===== src/rtl/spm_boot_ctrl.sv =====
// Boot/run controller for RISC_SPM: clears SRAM, streams an image into it, releases
// the processor and watches for HALT or a run-cycle timeout.
//
// state     | meaning
// ----------+--------------------------------------------------------------
// S_IDLE    | waiting for start; processor held in reset
// S_CLEAR   | writing zero to every SRAM address, one per cycle
// S_LOAD    | accepting image beats, each written one cycle after acceptance
// S_SETTLE  | final image write in flight; processor still in reset
// S_RUN     | processor running; counting cycles, watching IR for HALT
// S_HALTED  | HALT seen; processor left out of reset so its state is visible
// S_TIMEOUT | run budget exhausted; processor back in reset
module spm_boot_ctrl #(
  parameter int         WORD_SIZE   = 8,
  parameter int         ADDR_SIZE   = 8,
  parameter logic [3:0] HALT_OPCODE = 4'b1111,
  parameter int         TIMEOUT     = 1400,
  parameter int         CNT_W       = 16
) (
  input  logic                 clk,
  input  logic                 rst,
  input  logic                 start,
  input  logic                 load_valid,
  input  logic [ADDR_SIZE-1:0] load_addr,
  input  logic [WORD_SIZE-1:0] load_data,
  input  logic                 load_last,
  output logic                 load_ready,
  output logic                 mem_we,
  output logic [ADDR_SIZE-1:0] mem_addr,
  output logic [WORD_SIZE-1:0] mem_wdata,
  output logic                 cpu_rst_n,
  input  logic [WORD_SIZE-1:0] cpu_ir,
  input  logic                 cpu_ir_load,
  output logic                 busy,
  output logic                 halted,
  output logic                 timed_out,
  output logic [CNT_W-1:0]     run_cycles
);

  typedef enum logic [2:0] {
    S_IDLE, S_CLEAR, S_LOAD, S_SETTLE, S_RUN, S_HALTED, S_TIMEOUT
  } state_t;

  localparam logic [CNT_W-1:0] TIMEOUT_CNT = CNT_W'(TIMEOUT);

  state_t                 state, state_nxt;
  logic                   we_nxt;
  logic [ADDR_SIZE-1:0]   addr_nxt;
  logic [WORD_SIZE-1:0]   wdata_nxt;
  logic [CNT_W-1:0]       cyc_nxt;
  logic                   rst_n_nxt;
  logic                   busy_nxt;
  logic                   halted_nxt;
  logic                   timed_out_nxt;
  logic                   halt_seen;
  logic                   ir_unused;

  assign halt_seen = cpu_ir_load && (cpu_ir[WORD_SIZE-1 -: 4] == HALT_OPCODE);
  assign ir_unused = ^cpu_ir[WORD_SIZE-5:0];

  // Decoded from the state register only, so it carries no input-to-output path.
  assign load_ready = (state == S_LOAD);

  always_ff @(posedge clk or posedge rst) begin
    if (rst) begin
      state      <= S_IDLE;
      mem_we     <= 1'b0;
      mem_addr   <= '0;
      mem_wdata  <= '0;
      cpu_rst_n  <= 1'b0;
      busy       <= 1'b0;
      halted     <= 1'b0;
      timed_out  <= 1'b0;
      run_cycles <= '0;
    end else begin
      state      <= state_nxt;
      mem_we     <= we_nxt;
      mem_addr   <= addr_nxt;
      mem_wdata  <= wdata_nxt;
      cpu_rst_n  <= rst_n_nxt;
      busy       <= busy_nxt;
      halted     <= halted_nxt;
      timed_out  <= timed_out_nxt;
      run_cycles <= cyc_nxt;
    end
  end

  always_comb begin
    state_nxt = state;
    we_nxt    = 1'b0;
    addr_nxt  = mem_addr;
    wdata_nxt = mem_wdata;
    cyc_nxt   = run_cycles;

    case (state)
      S_IDLE, S_HALTED, S_TIMEOUT: begin
        if (start) begin
          state_nxt = S_CLEAR;
          we_nxt    = 1'b1;
          addr_nxt  = '0;
          wdata_nxt = '0;
          cyc_nxt   = '0;
        end
      end
      // mem_addr doubles as the clear counter; the last address ends the sweep.
      S_CLEAR: begin
        if (mem_addr == '1) begin
          state_nxt = S_LOAD;
        end else begin
          we_nxt    = 1'b1;
          addr_nxt  = mem_addr + ADDR_SIZE'(1);
          wdata_nxt = '0;
        end
      end
      S_LOAD: begin
        if (load_valid) begin
          we_nxt    = 1'b1;
          addr_nxt  = load_addr;
          wdata_nxt = load_data;
          if (load_last) state_nxt = S_SETTLE;
        end
      end
      S_SETTLE: state_nxt = S_RUN;
      S_RUN: begin
        cyc_nxt = run_cycles + CNT_W'(1);
        if (halt_seen)                     state_nxt = S_HALTED;
        else if (cyc_nxt == TIMEOUT_CNT)   state_nxt = S_TIMEOUT;
      end
      default: state_nxt = S_IDLE;
    endcase

    busy_nxt      = (state_nxt == S_CLEAR) || (state_nxt == S_LOAD) ||
                    (state_nxt == S_SETTLE) || (state_nxt == S_RUN);
    rst_n_nxt     = (state_nxt == S_RUN) || (state_nxt == S_HALTED);
    halted_nxt    = (state_nxt == S_HALTED);
    timed_out_nxt = (state_nxt == S_TIMEOUT);
  end

endmodule

===== config.mk =====
export PLATFORM = sky130hd
export DESIGN_NAME = spm_boot_ctrl
export DESIGN_NICKNAME = d
export VERILOG_FILES = /design/src/rtl/spm_boot_ctrl.sv
export SDC_FILE = /design/constraint.sdc
export NUM_CORES = 1
export LEC_CHECK = 0
export ABC_AREA = 0
export CAP_MARGIN = 20
export CELL_PAD_IN_SITES_DETAIL_PLACEMENT = 0
export CELL_PAD_IN_SITES_GLOBAL_PLACEMENT = 2
export CORE_MARGIN = 5
export CORE_UTILIZATION = 27
export DETAILED_ROUTE_END_ITERATION = 16
export PLACE_DENSITY = 0.81
export SLEW_MARGIN = 20
export SYNTH_ARGS = -nofsm -noshare
export SYNTH_HDL_FRONTEND = slang
export SYNTH_SLANG_ARGS = --single-unit

===== constraint.sdc =====
create_clock -name clk -period 2.2 [get_ports clk]
set_clock_uncertainty 0.05 [all_clocks]
set_input_delay 0.44 -clock clk [delete_from_list [all_inputs] [get_ports clk]]
set_output_delay 0.44 -clock clk [all_outputs]
set_load 0.01 [all_outputs]

### Yosys cells after proc, flatten, opt, wreduce, memory -nomap -nowiden

Cells that the tools add are included.

| word-level totals | value |
|---|---|
| bits in latches | 0 |
| output and inout bits | 38 |
| RAM bits | 0 |
| flip-flop bits (word level) | 40 |
| memories kept | 0 |
| bits in read-only memories | 0 |

| operators by class | value |
|---|---|
| mux-type cells | 20 |
| equal/unequal tests | 18 |
| reductions and logical operators | 11 |
| bitwise gates (word level) | 0 |
| shift-type cells | 0 |
| div/mod/pow operators | 0 |
| add/subtract/negate cells | 2 |
| magnitude comparators | 0 |
| multipliers | 0 |

Operators by type and width:

| operator | count |
|---|---|
| one-hot mux 8 bit (3 select lines) | 2 |
| 2-to-1 mux 8 bit | 5 |
| one-hot mux 16 bit (2 select lines) | 1 |
| equality test 3 bit (second input constant) | 6 |
| 2-to-1 mux 3 bit | 6 |
| adder 16 x 1 -> 16 bit (second input constant) | 1 |
| equality test 16 x 11 -> 1 bit (second input constant) | 1 |
| 2-to-1 mux 16 bit | 1 |
| one-hot mux 3 bit (5 select lines) | 1 |
| equality test 3 x 2 -> 1 bit (second input constant) | 4 |
| adder 8 x 1 -> 8 bit (second input constant) | 1 |
| equality test 8 bit (second input constant) | 1 |
| equality test 3 x 1 -> 1 bit (second input constant) | 2 |
| inequality test 2 bit (second input constant) | 3 |
| equality test 4 bit (second input constant) | 1 |
| logical OR 1 bit | 4 |
| AND reduction 4 bit | 1 |
| zero test 3 bit | 1 |
| 2-to-1 mux 1 bit | 3 |
| one-hot mux 1 bit (3 select lines) | 1 |
| nonzero test 3 bit | 1 |
| OR reduction 3 bit | 1 |
| AND reduction 2 bit | 1 |
| nonzero test 2 bit | 1 |
| logical AND 1 bit | 1 |

### Longest topological paths before layout

| depth | value |
|---|---|
| depth in word-level cells | 9 |
| depth in mapped cells | 9 |

### Worst setup path before layout

Ideal clock, no wire load.

| timing path | value |
|---|---|
| kind | register to register |
| start point | register run_cycles[0] |
| end point | register cpu_rst_n |
| cell stages (with the launch flop) | 8 |
| clock period less this slack | 2.123 ns |
| slack | 0.077 ns |
| data arrival time | 1.956 ns |
| setup time | 0.117 ns |
| cells stage by stage | dfrtp_1 -> ha_1 -> nand3_1 -> nor2_2 -> xor2_1 -> nand4_1 -> or4_4 -> and2_4 |

| on the way | value |
|---|---|
| word-level cells in the longest chain between the ends | 7 |
| elaborated cells on any way between the ends | 8 |
| those cells by class | add/sub: 1; eq/ne: 3; mux: 3; reduce/logical: 1 |

Ends and longest elaborated chain:

| element | RTL line | source |
|---|---|---|
| start, declared | 37 | `output logic [CNT_W-1:0] run_cycles` |
| start signal, assigned | 84 | `run_cycles <= cyc_nxt;` |
| adder 16 x 1 -> 16 bit * | 125 | `cyc_nxt = run_cycles + CNT_W'(1);` |
| equality test 16 x 11 -> 1 bit * | 127 | `else if (cyc_nxt == TIMEOUT_CNT) state_nxt = S_TIMEOUT;` |
| 2-to-1 mux 3 bit * | 127 |  |
| 2-to-1 mux 3 bit * | 126 | `if (halt_seen) state_nxt = S_HALTED;` |
| one-hot mux 3 bit (5 select lines) * | 95 | `case (state)` |
| equality test 3 bit | 134 | `rst_n_nxt = (state_nxt == S_RUN) \|\| (state_nxt == S_HALTED);` |
| logical OR 1 bit * | 134 |  |
| via rst_n_nxt | 51 | `logic rst_n_nxt;` |
| end signal, assigned | 80 | `cpu_rst_n <= rst_n_nxt;` |
| end, declared | 31 | `output logic cpu_rst_n,` |

The timed path passes the listed nets; every way through them passes the cells marked *.
A chain may end at the register's enable or synchronous reset.

### Worst setup path after layout

| timing path | value |
|---|---|
| start point | register state[0] |
| end point | output load_ready |

| on the way | value |
|---|---|
| word-level cells in the longest chain between the ends | 1 |

Ends and longest elaborated chain:

| element | RTL line | source |
|---|---|---|
| start, declared | 46 | `state_t state, state_nxt;` |
| start signal, assigned | 76 | `state <= state_nxt;` |
| equality test 3 x 2 -> 1 bit | 62 | `assign load_ready = (state == S_LOAD);` |
| end, declared | 27 | `output logic load_ready,` |

Every way passes these cells.

==> reports/results.ini <==
[cts]
cts_inserted_buffers=5
clk_pin_slew_ns=0.09
cts-root-buf=clkbuf_8
clkLatencyLatePin_ns=0.30
clockBufferDepth=2
hold_buffers=0
cts_tree=yes
cts_sinks=40
cts_max_level=2

[synth]
synth_warnings=0
synthMuxAreaShare_pct=0.4467
synth_simple_gate_area_share_pct=25.74
synth_top_family_by_area=simple AND/OR/NAND/NOR gates
yosysSeqAreaShare_pct=44.67
syn_nets=289
synth_xor_area_share_pct=2.736
synth_cells=257
synth_seq_cells=40
synthFlopType=dfrtp_1
synth_edf_count=0
syn_area_sq_um=2241
synthArstFlopShare_pct=100.0
synth_compound_gate_area_share_pct=21.22
syn_area_per_cell_sq_um=8.719
ys_types=46
synthAdderAreaFrac_pct=1.117

[global_route]
antenna_found_initial=0
grt_pass1_vias=2140
grt_pass1_wl_mm=10.85
overflow=0
grt_use_total_pct=13.20
grt_max_degree=41

[sta]
finalSetupViolations=0
rsz0062_at_grt=no
min_period_over_period_pct=97.40
fmax_ghz=0.4667
max_slew_margin_pct=54.58
timing.final.hold_violations=0
min_period_ns=2.143
hold-worst-slack_ns=0.4576
worst_slew_pin_slew_ns=0.6805
slew_viol_final=0

[finish]
layout_common_cells=clkdlybuf4s50_1, dfrtp_1, buf_4, o21ai_1, nand2_1
fin_nets=376
syn_to_final_growth_pct=48.46
drive_gt1_share_pct=15.36
layout_commonest_cell=clkdlybuf4s50_1
seqCellArea_sq_um=1003
fill_cells=819
antenna_cells=0
multi_input_area_sq_um=1179

[drt]
viasPerCell=4.851
firstDrtPassIters=4
drt_iter0_drc=97
ant_nets=0
wirelength_mm=6.517
drc_errors=0
num_vias=2183
post_drt_wl_per_cell_um=14.48

[run_status]
status=finished clean

[pwr]
p_clk_share_pct=28.2
vdd_drop_max_mv=0.2173
power.density_nw_per_um2=652.4
p_sw_share_pct=30.29
p_int_mw=1.513
p_leak_nw=1.399
switching_power_mw=0.6574
seq_power_share_pct=44.3
power_mw=2.171
pwr-share-comb_pct=27.4

[worst_setup_path]
required_ns=1.71
critical_path_peak_fanout=6
end_kind=primary output
crit_arrival_ns=1.65
path_class=reg -> out
startpoint_type=flop

[floorplan]
dieArea_sq_um=10220
ios=68
num_rows=33
initial_core_util_pct=27.55
design.core.area_sq_um=8134
fp.dieH_um=101.1
die_w_um=101.1

[worst_hold_path]
hold_class=reg -> reg

[place]
gp_congestion=0.8203
dpl.hpwl_mm=4.819
io_buffers=63

[job]
max_cap_viol_count=0

worst max-delay path, stage by stage, from the launching register on:
cell	delay, ns
dfrtp_1	0.44
nor2b_1	0.18
nor2b_4	0.18
clkdlybuf4s50_1	0.55
worst paths after layout:
check	slack, ns	cells after the start	end	start
max in group asynchronous	1.20	3	run_cycles[0]$_DFFE_PP0P_	rst
min reg2reg	0.46	1	mem_wdata[0]$_DFFE_PP0P_	mem_wdata[0]$_DFFE_PP0P_
min	0.46	1	mem_wdata[0]$_DFFE_PP0P_	mem_wdata[0]$_DFFE_PP0P_
min in group asynchronous	0.51	3	mem_wdata[7]$_DFFE_PP0P_	rst
max reg2reg	0.13	7	cpu_rst_n$_DFF_PP0_	run_cycles[1]$_DFFE_PP0P_
max	0.06	3	load_ready	state[0]$_DFF_PP0_
area by class of cell:
class	instances	share of cell area, %
clock buffer	5	2.068
clock inverter	3	1.279
timing repair buffer	95	26.55
tap	105	3.949
inverter	5	0.5641
multi-input combinational	197	35.43
sequential	40	30.16
per-layer routing:
layer | vias to the layer above | part of all wire (%) | GRT usage (%)
met2 | 30 | 47 | 21.08
met3 | 7 | 3.4 | 2.837
li1 | 1097 | - | -
met5 | - | 0 | 0
met1 | 1049 | 48 | 18.06
met4 | 0 | 1.2 | 3.681
cells in the mapped netlist, drive strengths merged (2+ instances only):
cell	count	share of area [%]
nor2b	5	1.4
xor2	5	2.0
a21oi	16	3.6
o21ai	39	8.9
ha	2	1.1
buf	9	2.2
and2	7	2.1
o21bai	2	0.67
and3	9	2.5
nand4	6	2.3
nor3	5	1.1
a32oi	2	0.78
clkbuf	6	1.0
nor4	2	0.56
nand3	10	2.2
inv	5	0.84
dfrtp	40	45
nor2	24	4.1
xnor2	2	0.78
a22oi	2	0.67
and4	4	1.7
nand2b	5	1.4
nand2	25	4.2
o211ai	3	1.0
a22o	9	3.5
logic make-up (layout without fill, tap and decap cells):
family | after synthesis | count (layout)
simple gates | 108 | 108
flops | 40 | 40
xor+xnor | 7 | 7
buf+inv | 20 | 108
fa+ha+maj | 2 | 2
mux | 1 | 1
compound gates | 79 | 79
power by group through the flow:
stage | combinational (mW) | sequential (mW) | clock [mW]
after floorplan | 0.217 | 0.996 | 0
after global placement | 0.595 | 0.972 | 0
after detailed placement | 0.601 | 0.973 | 0
after CTS | 0.604 | 0.959 | 0.647
after global routing | 0.658 | 0.980 | 0.667
final | 0.596 | 0.962 | 0.613
state kept, by name, summed over array words and instances, names as in the netlist:
name / count
mem_we: 1
mem_addr: 8
busy: 1
state: 3
cpu_rst_n: 1
halted: 1
run_cycles: 16
mem_wdata: 8
timed_out: 1
stage by stage:
| stage | instance area, sq um | utilization [%] | setup slack, ns | setup TNS, ns | instances |
|---|---|---|---|---|---|
| global route | 3327 | 40.90 | 0.007579 | 0 | 450 |
| floorplan | 2241 | - | 0.07724 | 0 | 257 |
| CTS | 3289 | 40.44 | 0.009934 | 0 | 449 |
| finish | 3327 | 40.90 | 0.05722 | 0 | 450 |
| global placement | 3176 | 39.04 | -0.2286 | -2.739 | 441 |
| detailed placement | 3176 | 39.04 | -0.2903 | -3.445 | 441 |
what timing repair did:
item / CTS / global route
setup endpoints to repair: 1 / 4
gates resized for setup: 1 / 6
pin swaps: 0 / 2
setup buffers: 0 / 1
(Power assumes the default switching activity.)
